==> src/rtl/hex_display_ctrl.sv <==
// -----------------------------------------------------------------------------
// hex_display_ctrl
//
// Registered seven-segment controller for a bank of DIGITS hex digits.
// A load strobe captures a packed nibble word and a per-digit blanking mask.
// Every digit is then driven two ways at once:
//   - static: one 7-bit pattern per digit on segs
//   - scanned: one shared 7-bit bus (scan_seg) plus a one-hot digit enable
//     (scan_dig) that steps through the digits every SCAN_DIV cycles
// The board toplevel decides which of the two to wire to pins. A free-running
// PWM counter dims all lit digits according to brightness.
//
// Optional feature macro:
//   HEXDISP_LZB_EN  leading-zero blanking. Digit n (n > 0) goes dark when it
//                   and every higher digit hold nibble 0.
//
// Parameters:
//   DIGITS      number of digits (1..16)
//   ACTIVE_LOW  1 = segs, scan_seg and scan_dig are active-low at the pins
//   SCAN_DIV    clk cycles per digit slot in scan mode (>= 2)
//   PWM_BITS    brightness resolution
//
// Ports:
//   clk         system clock
//   reset_in    synchronous active-high reset
//   value       packed nibbles, digit 0 = value[3:0]
//   load        single-cycle strobe; captures value and blank_mask
//   blank_mask  1 = force digit dark
//   brightness  duty control, 0 = off, all-ones = 100 %
//   segs        static outputs, digit n at segs[7n+6:7n], bit0 = a .. bit6 = g
//   scan_seg    multiplexed segment bus
//   scan_dig    one-hot digit enable for scan_seg
//   shown       high once a value has been loaded since reset
// -----------------------------------------------------------------------------
module hex_display_ctrl #(
   parameter int DIGITS     = 8,
   parameter bit ACTIVE_LOW = 1'b1,
   parameter int SCAN_DIV   = 1024,
   parameter int PWM_BITS   = 4
) (
   input  logic                  clk,
   input  logic                  reset_in,
   input  logic [4*DIGITS-1:0]   value,
   input  logic                  load,
   input  logic [DIGITS-1:0]     blank_mask,
   input  logic [PWM_BITS-1:0]   brightness,
   output logic [7*DIGITS-1:0]   segs,
   output logic [6:0]            scan_seg,
   output logic [DIGITS-1:0]     scan_dig,
   output logic                  shown
);

   localparam int PRESC_W = $clog2(SCAN_DIV);
   localparam int IDX_W   = (DIGITS > 1) ? $clog2(DIGITS) : 1;

   // Output polarity masks; XOR with these converts active-high internal
   // patterns to pin polarity. Reset values are the "dark" pin levels.
   localparam logic [7*DIGITS-1:0] SEGS_POL = {(7*DIGITS){ACTIVE_LOW}};
   localparam logic [6:0]          SSEG_POL = {7{ACTIVE_LOW}};
   localparam logic [DIGITS-1:0]   SDIG_POL = {DIGITS{ACTIVE_LOW}};

   // GAP is cycle 0 of every slot: scan_dig is held inactive while scan_seg
   // already settles to the new digit, so the previous digit never ghosts.
   typedef enum logic {
      ST_GAP  = 1'b0,
      ST_SLOT = 1'b1
   } scan_state_t;

   // Active-high font, a = bit0.
   function automatic logic [6:0] font(input logic [3:0] nib);
      logic [6:0] pat;
      case (nib)
         4'h0: pat = 7'h3F;
         4'h1: pat = 7'h06;
         4'h2: pat = 7'h5B;
         4'h3: pat = 7'h4F;
         4'h4: pat = 7'h66;
         4'h5: pat = 7'h6D;
         4'h6: pat = 7'h7D;
         4'h7: pat = 7'h07;
         4'h8: pat = 7'h7F;
         4'h9: pat = 7'h6F;
         4'hA: pat = 7'h77;
         4'hB: pat = 7'h7C;
         4'hC: pat = 7'h39;
         4'hD: pat = 7'h5E;
         4'hE: pat = 7'h79;
         default: pat = 7'h71;
      endcase
      return pat;
   endfunction

   // ---------------------------------------------------------------------------
   // State registers
   // ---------------------------------------------------------------------------
   logic [4*DIGITS-1:0]  value_reg;
   logic [DIGITS-1:0]    mask_reg;
   logic [PWM_BITS-1:0]  bright_reg;
   logic [PWM_BITS-1:0]  pwm_cnt;
   logic [PRESC_W-1:0]   presc;
   logic [IDX_W-1:0]     idx;
   scan_state_t          state;

   // ---------------------------------------------------------------------------
   // Next-state values. The output registers are loaded from these, so every
   // registered output always matches the state registers of the same cycle;
   // this is what gives a load at cycle t its effect at t+1.
   // ---------------------------------------------------------------------------
   logic [4*DIGITS-1:0]  value_nxt;
   logic [DIGITS-1:0]    mask_nxt;
   logic                 shown_nxt;
   logic [PWM_BITS-1:0]  pwm_nxt;
   logic [PWM_BITS-1:0]  bright_nxt;
   logic                 gate_nxt;
   logic                 presc_tc;
   logic [PRESC_W-1:0]   presc_nxt;
   logic [IDX_W-1:0]     idx_nxt;
   scan_state_t          state_nxt;
   logic [DIGITS-1:0]    lzb_nxt;
   logic [DIGITS-1:0]    lit_nxt;
   logic [7*DIGITS-1:0]  segs_nxt;
   logic [6:0]           scan_seg_nxt;
   logic [DIGITS-1:0]    scan_dig_nxt;

   always_comb begin
      value_nxt = load ? value : value_reg;
      mask_nxt  = load ? blank_mask : mask_reg;
      shown_nxt = shown | load;

      // Brightness is only resampled as the counter wraps to 0, so a change
      // never produces a truncated or doubled on-time within one period.
      pwm_nxt    = pwm_cnt + PWM_BITS'(1);
      bright_nxt = (pwm_nxt == '0) ? brightness : bright_reg;
      gate_nxt   = (pwm_nxt < bright_nxt) || (&bright_nxt);

      presc_tc  = (presc == PRESC_W'(SCAN_DIV - 1));
      presc_nxt = presc_tc ? '0 : presc + PRESC_W'(1);
      if (presc_tc)
         idx_nxt = (idx == IDX_W'(DIGITS - 1)) ? '0 : idx + IDX_W'(1);
      else
         idx_nxt = idx;

      case (state)
         ST_GAP:  state_nxt = ST_SLOT;
         default: state_nxt = presc_tc ? ST_GAP : ST_SLOT;
      endcase
   end

   // Leading-zero blanking runs from the top digit down; the run of zeros is
   // broken by the first non-zero nibble. Masked digits still count as their
   // nibble value, so masking does not change which zeros are "leading".
`ifdef HEXDISP_LZB_EN
   logic zero_run;
   always_comb begin
      zero_run = 1'b1;
      lzb_nxt  = '0;
      for (int n = DIGITS - 1; n >= 0; n--) begin
         zero_run   = zero_run & (value_nxt[4*n +: 4] == 4'h0);
         lzb_nxt[n] = (n != 0) && zero_run;
      end
   end
`else
   assign lzb_nxt = '0;
`endif

   always_comb begin
      // NOTE: every signal assigned here gets a default first, so no path
      // through the loop can leave one unassigned and infer a latch.
      lit_nxt      = '0;
      segs_nxt     = '0;
      scan_seg_nxt = '0;
      scan_dig_nxt = '0;
      for (int n = 0; n < DIGITS; n++) begin
         lit_nxt[n] = shown_nxt & ~mask_nxt[n] & ~lzb_nxt[n] & gate_nxt;
         if (lit_nxt[n])
            segs_nxt[7*n +: 7] = font(value_nxt[4*n +: 4]);
         // Compare against the loop index rather than indexing by idx_nxt,
         // which stays in range for any DIGITS including non-powers of two.
         if (IDX_W'(n) == idx_nxt) begin
            scan_seg_nxt    = segs_nxt[7*n +: 7];
            scan_dig_nxt[n] = (state_nxt == ST_SLOT) && lit_nxt[n];
         end
      end
   end

   // ---------------------------------------------------------------------------
   // Single clocked process: state, FSM and registered outputs.
   // ---------------------------------------------------------------------------
   always_ff @(posedge clk) begin
      // NOTE: non-blocking assignments so every register samples the values
      // from before this edge, independent of statement order.
      if (reset_in) begin
         value_reg  <= '0;
         mask_reg   <= '0;
         shown      <= 1'b0;
         bright_reg <= '0;
         pwm_cnt    <= '0;
         presc      <= '0;
         idx        <= '0;
         state      <= ST_GAP;
         segs       <= SEGS_POL;
         scan_seg   <= SSEG_POL;
         scan_dig   <= SDIG_POL;
      end else begin
         value_reg  <= value_nxt;
         mask_reg   <= mask_nxt;
         shown      <= shown_nxt;
         bright_reg <= bright_nxt;
         pwm_cnt    <= pwm_nxt;
         presc      <= presc_nxt;
         idx        <= idx_nxt;
         state      <= state_nxt;
         segs       <= segs_nxt ^ SEGS_POL;
         scan_seg   <= scan_seg_nxt ^ SSEG_POL;
         scan_dig   <= scan_dig_nxt ^ SDIG_POL;
      end
   end

endmodule

==> config.mk <==
export PLATFORM = sky130hd
export DESIGN_NAME = hex_display_ctrl
export DESIGN_NICKNAME = d
export VERILOG_FILES = /design/src/rtl/hex_display_ctrl.sv
export SDC_FILE = /design/constraint.sdc
export NUM_CORES = 1
export LEC_CHECK = 0
export BUFFER_PORTS_ARGS = -buffer_cell sky130_fd_sc_hd__buf_4
export CAP_MARGIN = 30
export CORE_MARGIN = 2
export CORE_UTILIZATION = 41
export CTS_CLUSTER_DIAMETER = 200
export CTS_CLUSTER_SIZE = 8
export DETAILED_ROUTE_END_ITERATION = 16
export GPL_ROUTABILITY_DRIVEN = 0
export PLACE_DENSITY = 0.63
export RECOVER_POWER = 25
export SYNTH_ARGS = -nofsm -noshare
export SYNTH_HDL_FRONTEND = slang
export SYNTH_SLANG_ARGS = --single-unit
export TNS_END_PERCENT = 5
==> constraint.sdc <==
create_clock -name clk -period 8.3 [get_ports clk]
set_clock_uncertainty 0.2 [all_clocks]
set_input_delay 1.66 -clock clk [delete_from_list [all_inputs] [get_ports clk]]
set_output_delay 1.66 -clock clk [all_outputs]
set_load 0.02 [all_outputs]
==> flow_results.xml, run 1 <==
<?xml version="1.0" encoding="UTF-8"?>
<metrics>
  <group name="clock_tree">
    <metric name="tritoncts_clock_tree" unit="">done</metric>
    <metric name="cts.htree.levels" unit="">4</metric>
    <metric name="cts.sink_count" unit="">134</metric>
    <metric name="postCtsSetupBuffers" unit="">0</metric>
    <metric name="cts_repair_resize_count" unit="">0</metric>
    <metric name="root_buffer" unit="">clkbuf_16</metric>
    <metric name="numCtsBuffers" unit="">17</metric>
    <metric name="worst_path_clk_slew" unit="ps">50</metric>
    <metric name="cts_hold_buf" unit="">0</metric>
    <metric name="insertion_delay" unit="ps">430</metric>
    <metric name="cts-root-to-sink-buffers" unit="">2</metric>
  </group>
  <group name="floorplan">
    <metric name="row_count" unit="">48</metric>
    <metric name="die_height" unit="um">135</metric>
    <metric name="floorplan.io_pins" unit="">119</metric>
    <metric name="die_x" unit="um">135</metric>
    <metric name="initial_utilization" unit="%">41.5</metric>
    <metric name="die_area" unit="um2">18300</metric>
    <metric name="core_region_area" unit="um2">17100</metric>
  </group>
  <group name="worst_setup_path">
    <metric name="endpoint_kind" unit="">flip-flop</metric>
    <metric name="worstSetupStartpointType" unit="">primary input</metric>
    <metric name="worstPathRequired" unit="ps">8460</metric>
    <metric name="reg2reg_setup_slack" unit="ps">4080</metric>
    <metric name="cp-startpoint" unit="">reset_in</metric>
    <metric name="critPathMaxFanout" unit="">66</metric>
    <metric name="critical_path_arrival" unit="ps">5340</metric>
    <metric name="worstReg2RegStart" unit="">pwm_cnt[0]</metric>
    <metric name="worst-setup-path-type" unit="">in2reg</metric>
  </group>
  <group name="global_routing">
    <metric name="grt_start_max_net_pins" unit="">67</metric>
    <metric name="antenna_violations_before_repair" unit="">0</metric>
    <metric name="grtUsageTotal" unit="%">20.7</metric>
    <metric name="overflow" unit="">0</metric>
    <metric name="first_global_vias" unit="">5714</metric>
    <metric name="grt_pass1_wl" unit="um">29500</metric>
  </group>
  <group name="place">
    <metric name="dp_cells" unit="">1116</metric>
    <metric name="dp_slack" unit="ps">3270</metric>
    <metric name="buffer_ports.inserted" unit="">118</metric>
    <metric name="detailed_place_hpwl" unit="um">13500</metric>
  </group>
  <group name="synth">
    <metric name="syn-num-nets" unit="">897</metric>
    <metric name="synth.yosys.seq_area_share" unit="%">37.9</metric>
    <metric name="avgSynthCellArea" unit="um2">8.89</metric>
    <metric name="synth.yosys.warnings" unit="">0</metric>
    <metric name="edff_count_synth" unit="">0</metric>
    <metric name="synthArstFlopShare" unit="%">0</metric>
    <metric name="postSynthCellCount" unit="">796</metric>
    <metric name="ys.flop_type" unit="">dfxtp_1</metric>
    <metric name="synthesis.area" unit="um2">7080</metric>
    <metric name="synth_seq_cells" unit="">134</metric>
    <metric name="post_synth_num_cell_types" unit="">75</metric>
  </group>
  <group name="flow_run">
    <metric name="maxCapViolations" unit="">1</metric>
  </group>
  <group name="timing">
    <metric name="fin_tns_setup" unit="ps">0</metric>
    <metric name="fmaxAchievable" unit="GHz">0.193</metric>
    <metric name="layout_setup_ws" unit="ps">3120</metric>
    <metric name="grt_setup_unrepaired" unit="">false</metric>
    <metric name="timing.slew.headroom" unit="%">-108</metric>
    <metric name="finalCritPeriodShare" unit="%">62.4</metric>
    <metric name="slew_violations" unit="">67</metric>
    <metric name="report.final.setup_viol" unit="">0</metric>
    <metric name="timing_worst_slew_pin_value" unit="ps">3120</metric>
    <metric name="timing.final.crit_period" unit="ps">5180</metric>
    <metric name="hold_viol_final" unit="">0</metric>
  </group>
  <group name="min_path">
    <metric name="hold_path.startpoint" unit="">presc[0]</metric>
    <metric name="timing.hold.worst.class" unit="">reg2reg</metric>
  </group>
  <group name="status">
    <metric name="violations" unit="">capacitance limit, slew limit</metric>
    <metric name="run_status" unit="">complete, but fails checks</metric>
  </group>
  <group name="cells_and_area">
    <metric name="n_antenna_cell" unit="">0</metric>
    <metric name="fin_nets" unit="">1011</metric>
    <metric name="nFillCells" unit="">1703</metric>
    <metric name="drive_above_1_share" unit="%">18.2</metric>
    <metric name="finish.utilization" unit="%">51.1</metric>
    <metric name="largest_register_ffs" unit="">56</metric>
    <metric name="final-instance-count-excl-fill" unit="">1148</metric>
    <metric name="syn_to_final_growth" unit="%">23.1</metric>
  </group>
  <group name="drt">
    <metric name="dr.first_iter.drc_count" unit="">505</metric>
    <metric name="remaining_drc_errors" unit="">0</metric>
    <metric name="dr_total_vias" unit="">6191</metric>
    <metric name="wl" unit="um">18500</metric>
    <metric name="drt_pass_1_iters" unit="">5</metric>
    <metric name="avgViaCountPerCell" unit="">5.39</metric>
    <metric name="detail_route.wl_per_cell" unit="um">16.1</metric>
    <metric name="antenna_violating_nets_post_route" unit="">0</metric>
  </group>
  <group name="power_and_ir_drop">
    <metric name="power_per_cell_area" unit="nW/um2">214</metric>
    <metric name="power_switching_share" unit="%">26.3</metric>
    <metric name="sequential_fraction_of_design_power" unit="%">36.8</metric>
    <metric name="worst_ir_drop_vdd" unit="mV">0.147</metric>
    <metric name="power.share.clock" unit="%">46.6</metric>
    <metric name="cellLeakagePower" unit="nW">3.67</metric>
    <metric name="power.combinational.fraction" unit="%">16.6</metric>
    <metric name="power.internal" unit="mW">1.38</metric>
    <metric name="switchingPower" unit="uW">491</metric>
  </group>
</metrics>
-- cell families after synthesis --
logic type                 synth area share, %
and+or+nand+nor                           21.0
buffers and inverters                     2.85
DFF                                       37.9
adders and majority gates                 9.55
AOI/OAI and AO/OA                         15.9
xor gates and xnor gates                  1.11
muxes                                     11.7
-- cell usage in the layout (no fill, tap or decap), types with 3 or more instances in the layout --
cell type	n
o31a_1	4
mux2i_1	49
o21ai_1	3
nor3_1	10
a22o_1	5
o221ai_1	7
buf_4	88
a31oi_1	9
o211ai_1	5
a21oi_1	33
clkbuf_1	30
a22oi_1	8
and3_1	4
clkbuf_16	17
xnor2_1	5
bufinv_16	6
xor2_1	4
or2_2	9
inv_1	23
nor2b_1	6
nand3_1	24
nand3b_1	4
nand2b_1	12
nor2_1	105
mux2_2	18
mux2i_2	3
clkbuf_8	3
a32oi_1	12
dfxtp_1	134
o21ai_0	29
or3_1	11
and2_1	5
a221o_1	3
ha_1	54
nand4_1	10
nand2_1	108
a32o_1	7
-- layer usage --
layer  GRT usage (%)  vias to the layer above  share of wire (%)
li1                -                     3079                  -
met1            28.2                     2879                 48
met2            32.0                      200                 44
met3            4.41                       33                5.9
met4            8.56                        0                2.3
met5               0                        -                  0
-- metrics by stage --
stage / hold slack [ps] / power, mW / area (um2)
global placement: 245 / 1.01 / 8130
global route: 299 / 1.95 / 8710
detailed placement: 253 / 1.01 / 8130
CTS: 265 / 1.89 / 8820
floorplan: 230 / 0.910 / 7080
finish: 261 / 1.87 / 8710
-- synth_stat cells, types with 6 or more instances --
| cell | instances | area share, % |
|---|---|---|
| nand2_1 | 108 | 5.7 |
| or2_2 | 9 | 0.80 |
| nand4_1 | 10 | 0.88 |
| o21ai_0 | 29 | 2.1 |
| a31oi_1 | 9 | 0.80 |
| mux2_2 | 18 | 2.9 |
| nor2b_1 | 6 | 0.53 |
| a32oi_1 | 12 | 1.5 |
| inv_1 | 23 | 1.2 |
| nand2b_1 | 12 | 1.1 |
| o221ai_1 | 7 | 0.87 |
| clkbuf_1 | 10 | 0.53 |
| dfxtp_1 | 134 | 38 |
| a21oi_1 | 33 | 2.3 |
| or3_1 | 11 | 0.97 |
| mux2i_1 | 50 | 7.1 |
| nor3_1 | 10 | 0.71 |
| nor2_1 | 105 | 5.6 |
| nand3_1 | 24 | 1.7 |
| ha_1 | 54 | 9.5 |
| a22oi_1 | 8 | 0.85 |
| a32o_1 | 7 | 0.99 |
-- power groups by stage --
stage	Combinational, mW	Clock (mW)	Sequential (mW)
4_1_cts	0.312	0.885	0.688
3_5_place_dp	0.310	0	0.701
3_3_place_gp	0.309	0	0.701
2_1_floorplan	0.189	0	0.720
5_1_grt	0.342	0.914	0.690
6_report	0.310	0.870	0.688
-- worst paths after layout --
check,end,depth (start not counted)
hold / removal,presc[0],1
setup reg to reg,scan_seg[0],12
setup / recovery,segs[14],4
hold reg to reg,presc[0],1
-- worst max-delay path, stage by stage --
cell      delay [ps]
clkbuf_1        2160
nor2_1           830
and2_1           520
nand2b_1         140
-- cell type report --
| cell class | instances | area (um2) | share of cell area, % |
|---|---|---|---|
| clock inverters | 12 | 223 | 2.56 |
| clock buffers | 20 | 467 | 5.36 |
| flip-flops and latches | 134 | 2680 | 30.8 |
| multi-input cells | 616 | 4200 | 48.2 |
| well taps | 225 | 282 | 3.23 |
| repair buffers | 118 | 773 | 8.88 |
| inverters | 23 | 86.3 | 0.991 |
Power figures use the tool's default switching activity.
==> inputs of run 2 (changes only) <==
--- a/config.mk
+++ b/config.mk
@@ -13,7 +13,7 @@
 export CTS_CLUSTER_SIZE = 8
 export DETAILED_ROUTE_END_ITERATION = 16
 export GPL_ROUTABILITY_DRIVEN = 0
-export PLACE_DENSITY = 0.63
+export PLACE_DENSITY = 0.66
 export RECOVER_POWER = 25
 export SYNTH_ARGS = -nofsm -noshare
 export SYNTH_HDL_FRONTEND = slang
==> constraint.sdc (replaced) <==
create_clock -name clk -period 4.5 [get_ports clk]
set_clock_uncertainty 0.2 [all_clocks]
set_input_delay 0.9 -clock clk [delete_from_list [all_inputs] [get_ports clk]]
set_output_delay 0.9 -clock clk [all_outputs]
set_load 0.02 [all_outputs]
==> flow_results.xml, run 2 (synthesis results as in run 1) <==
<?xml version="1.0" encoding="UTF-8"?>
<metrics>
  <group name="status">
    <metric name="run_status" unit="">complete, no violations</metric>
  </group>
  <group name="global_routing">
    <metric name="antenna_violations_before_repair" unit="">0</metric>
    <metric name="grt_start_max_net_pins" unit="">67</metric>
    <metric name="first_global_vias" unit="">5679</metric>
    <metric name="grt_pass1_wl" unit="um">29700</metric>
    <metric name="grtUsageTotal" unit="%">21.0</metric>
    <metric name="overflow" unit="">0</metric>
  </group>
  <group name="clock_tree">
    <metric name="cts.htree.levels" unit="">4</metric>
    <metric name="cts-root-to-sink-buffers" unit="">2</metric>
    <metric name="cts.sink_count" unit="">134</metric>
    <metric name="cts_repair_resize_count" unit="">0</metric>
    <metric name="postCtsSetupBuffers" unit="">0</metric>
    <metric name="root_buffer" unit="">clkbuf_16</metric>
    <metric name="tritoncts_clock_tree" unit="">done</metric>
    <metric name="numCtsBuffers" unit="">17</metric>
    <metric name="insertion_delay" unit="ps">430</metric>
    <metric name="cts_hold_buf" unit="">0</metric>
    <metric name="worst_path_clk_slew" unit="ps">60</metric>
  </group>
  <group name="place">
    <metric name="dp_slack" unit="ps">508</metric>
    <metric name="cell_area_after_placement" unit="um2">8270</metric>
    <metric name="buffer_ports.inserted" unit="">118</metric>
    <metric name="detailed_place_hpwl" unit="um">13900</metric>
    <metric name="dp_cells" unit="">1135</metric>
  </group>
  <group name="cells_and_area">
    <metric name="largest_register_ffs" unit="">56</metric>
    <metric name="stdcell_area" unit="um2">8830</metric>
    <metric name="syn_to_final_growth" unit="%">24.8</metric>
    <metric name="fin_nets" unit="">1030</metric>
    <metric name="layout_commonest_cell" unit="">dfxtp_1</metric>
    <metric name="n_antenna_cell" unit="">0</metric>
    <metric name="drive_above_1_share" unit="%">19.1</metric>
    <metric name="nFillCells" unit="">1646</metric>
    <metric name="final-instance-count-excl-fill" unit="">1167</metric>
    <metric name="layout_common_cells" unit="">134 x dfxtp_1, 108 x nand2_1, 105 x nor2_1</metric>
  </group>
  <group name="worst_setup_path">
    <metric name="critPathSlowestCell" unit="">dfxtp_1</metric>
    <metric name="worst-setup-path-type" unit="">reg2reg</metric>
    <metric name="worstPathCellList" unit="">ha_1 &gt; nand2_1 &gt; nor3_2 &gt; mux2i_1 &gt; ha_1 &gt; o21ai_1 &gt; o221ai_1 &gt; a41o_1 &gt; nand2_1 &gt; nand4_1 &gt; o22a_1 &gt; a311o_1</metric>
    <metric name="critical_path_arrival" unit="ps">4180</metric>
    <metric name="critPathMaxFanout" unit="">15</metric>
    <metric name="worstSetupStartpointType" unit="">flip-flop</metric>
    <metric name="cp-startpoint" unit="">pwm_cnt[0]</metric>
    <metric name="worstPathRequired" unit="ps">4620</metric>
    <metric name="worstReg2RegStart" unit="">pwm_cnt[0]</metric>
    <metric name="timing.critical_path.slowest_cell_delay" unit="ps">460</metric>
    <metric name="endpoint_kind" unit="">flip-flop</metric>
  </group>
  <group name="power_and_ir_drop">
    <metric name="cellLeakagePower" unit="nW">3.73</metric>
    <metric name="power_per_cell_area" unit="nW/um2">393</metric>
    <metric name="total_power" unit="mW">3.47</metric>
    <metric name="worst_ir_drop_vdd" unit="mV">0.274</metric>
  </group>
  <group name="timing">
    <metric name="fmaxAchievable" unit="GHz">0.246</metric>
    <metric name="grt_setup_unrepaired" unit="">false</metric>
    <metric name="slew_violations" unit="">0</metric>
    <metric name="layout_setup_ws" unit="ps">437</metric>
    <metric name="timing.slew.headroom" unit="%">37.1</metric>
    <metric name="report.final.setup_viol" unit="">0</metric>
    <metric name="timing_worst_slew_pin_value" unit="ps">917</metric>
    <metric name="fin_tns_setup" unit="ps">0</metric>
    <metric name="finalCritPeriodShare" unit="%">90.3</metric>
    <metric name="hold_viol_final" unit="">0</metric>
    <metric name="timing.final.crit_period" unit="ps">4060</metric>
  </group>
  <group name="drt">
    <metric name="avgViaCountPerCell" unit="">5.35</metric>
    <metric name="dr_total_vias" unit="">6249</metric>
    <metric name="dr.first_iter.drc_count" unit="">523</metric>
    <metric name="antenna_violating_nets_post_route" unit="">0</metric>
    <metric name="drt_pass_1_iters" unit="">5</metric>
    <metric name="wl" unit="um">18800</metric>
    <metric name="remaining_drc_errors" unit="">0</metric>
    <metric name="detail_route.wl_per_cell" unit="um">16.1</metric>
  </group>
  <group name="min_path">
    <metric name="timing.hold.worst.class" unit="">reg2reg</metric>
    <metric name="hold_path.startpoint" unit="">presc[0]</metric>
  </group>
  <group name="floorplan">
    <metric name="die_x" unit="um">135</metric>
    <metric name="initial_utilization" unit="%">41.5</metric>
    <metric name="core_region_area" unit="um2">17100</metric>
    <metric name="die_height" unit="um">135</metric>
    <metric name="floorplan.io_pins" unit="">119</metric>
    <metric name="die_area" unit="um2">18300</metric>
    <metric name="row_count" unit="">48</metric>
  </group>
  <group name="flow_run">
    <metric name="maxCapViolations" unit="">0</metric>
  </group>
</metrics>
run 2: cell count changes in the layout (fill, tap and decap cells not counted):
cell,before,now
clkbuf_1,30,36
clkinv_4,2,0
mux2i_2,3,2
buf_4,88,102
inv_6,0,1
clkinv_2,2,0
mux2i_1,49,50
clkinvlp_4,2,4
run 2: stage by stage:
| step | hold WS, ps | utilization, % |
|---|---|---|
| finish | 260 | 51.8 |
| global route | 283 | 51.8 |
| CTS | 266 | 52.5 |
| detailed placement | 252 | 48.5 |
| global placement | 245 | 48.5 |
| floorplan | 230 | - |
run 2: cell type report:
cell class,count,area (um2),area share [%]
Clock inverter,11,219,2.48
Sequential cell,134,2680,30.4
Tap cell,225,282,3.19
Multi-Input combinational cell,616,4190,47.5
Timing Repair Buffer,137,897,10.2
Inverter,23,86.3,0.978
Clock buffer,21,470,5.33
run 2: worst paths after layout:
| check | endpoint | slack, ps | cells after the start |
|---|---|---|---|
| worst max-delay path | scan_seg[0] | 440 | 12 |
| worst min-delay path | presc[0] | 260 | 1 |
| worst max register to register | scan_seg[0] | 440 | 12 |
| worst min register to register | presc[0] | 260 | 1 |
run 2: layer usage:
layer  part of all wire, %  vias up  track usage (%)
met2                    44      232             31.0
met5                     0        -                0
met4                   1.9        0             7.81
met1                    47     2875             29.4
met3                   7.0       27             5.31
li1                      -     3115                -
run 2: critical path, delay by kind of cell (launching register included):
family | cells | cell delay, ps
compound gates | 5 | 1280
fa+ha+maj | 2 | 530
flops | 1 | 460
mux | 1 | 300
simple gates | 4 | 1170
run 2: power by group:
| part | switching (mW) | internal (mW) |
|---|---|---|
| registers | 0.0247 | 1.24 |
| clock network | 0.535 | 1.08 |
| logic | 0.362 | 0.224 |
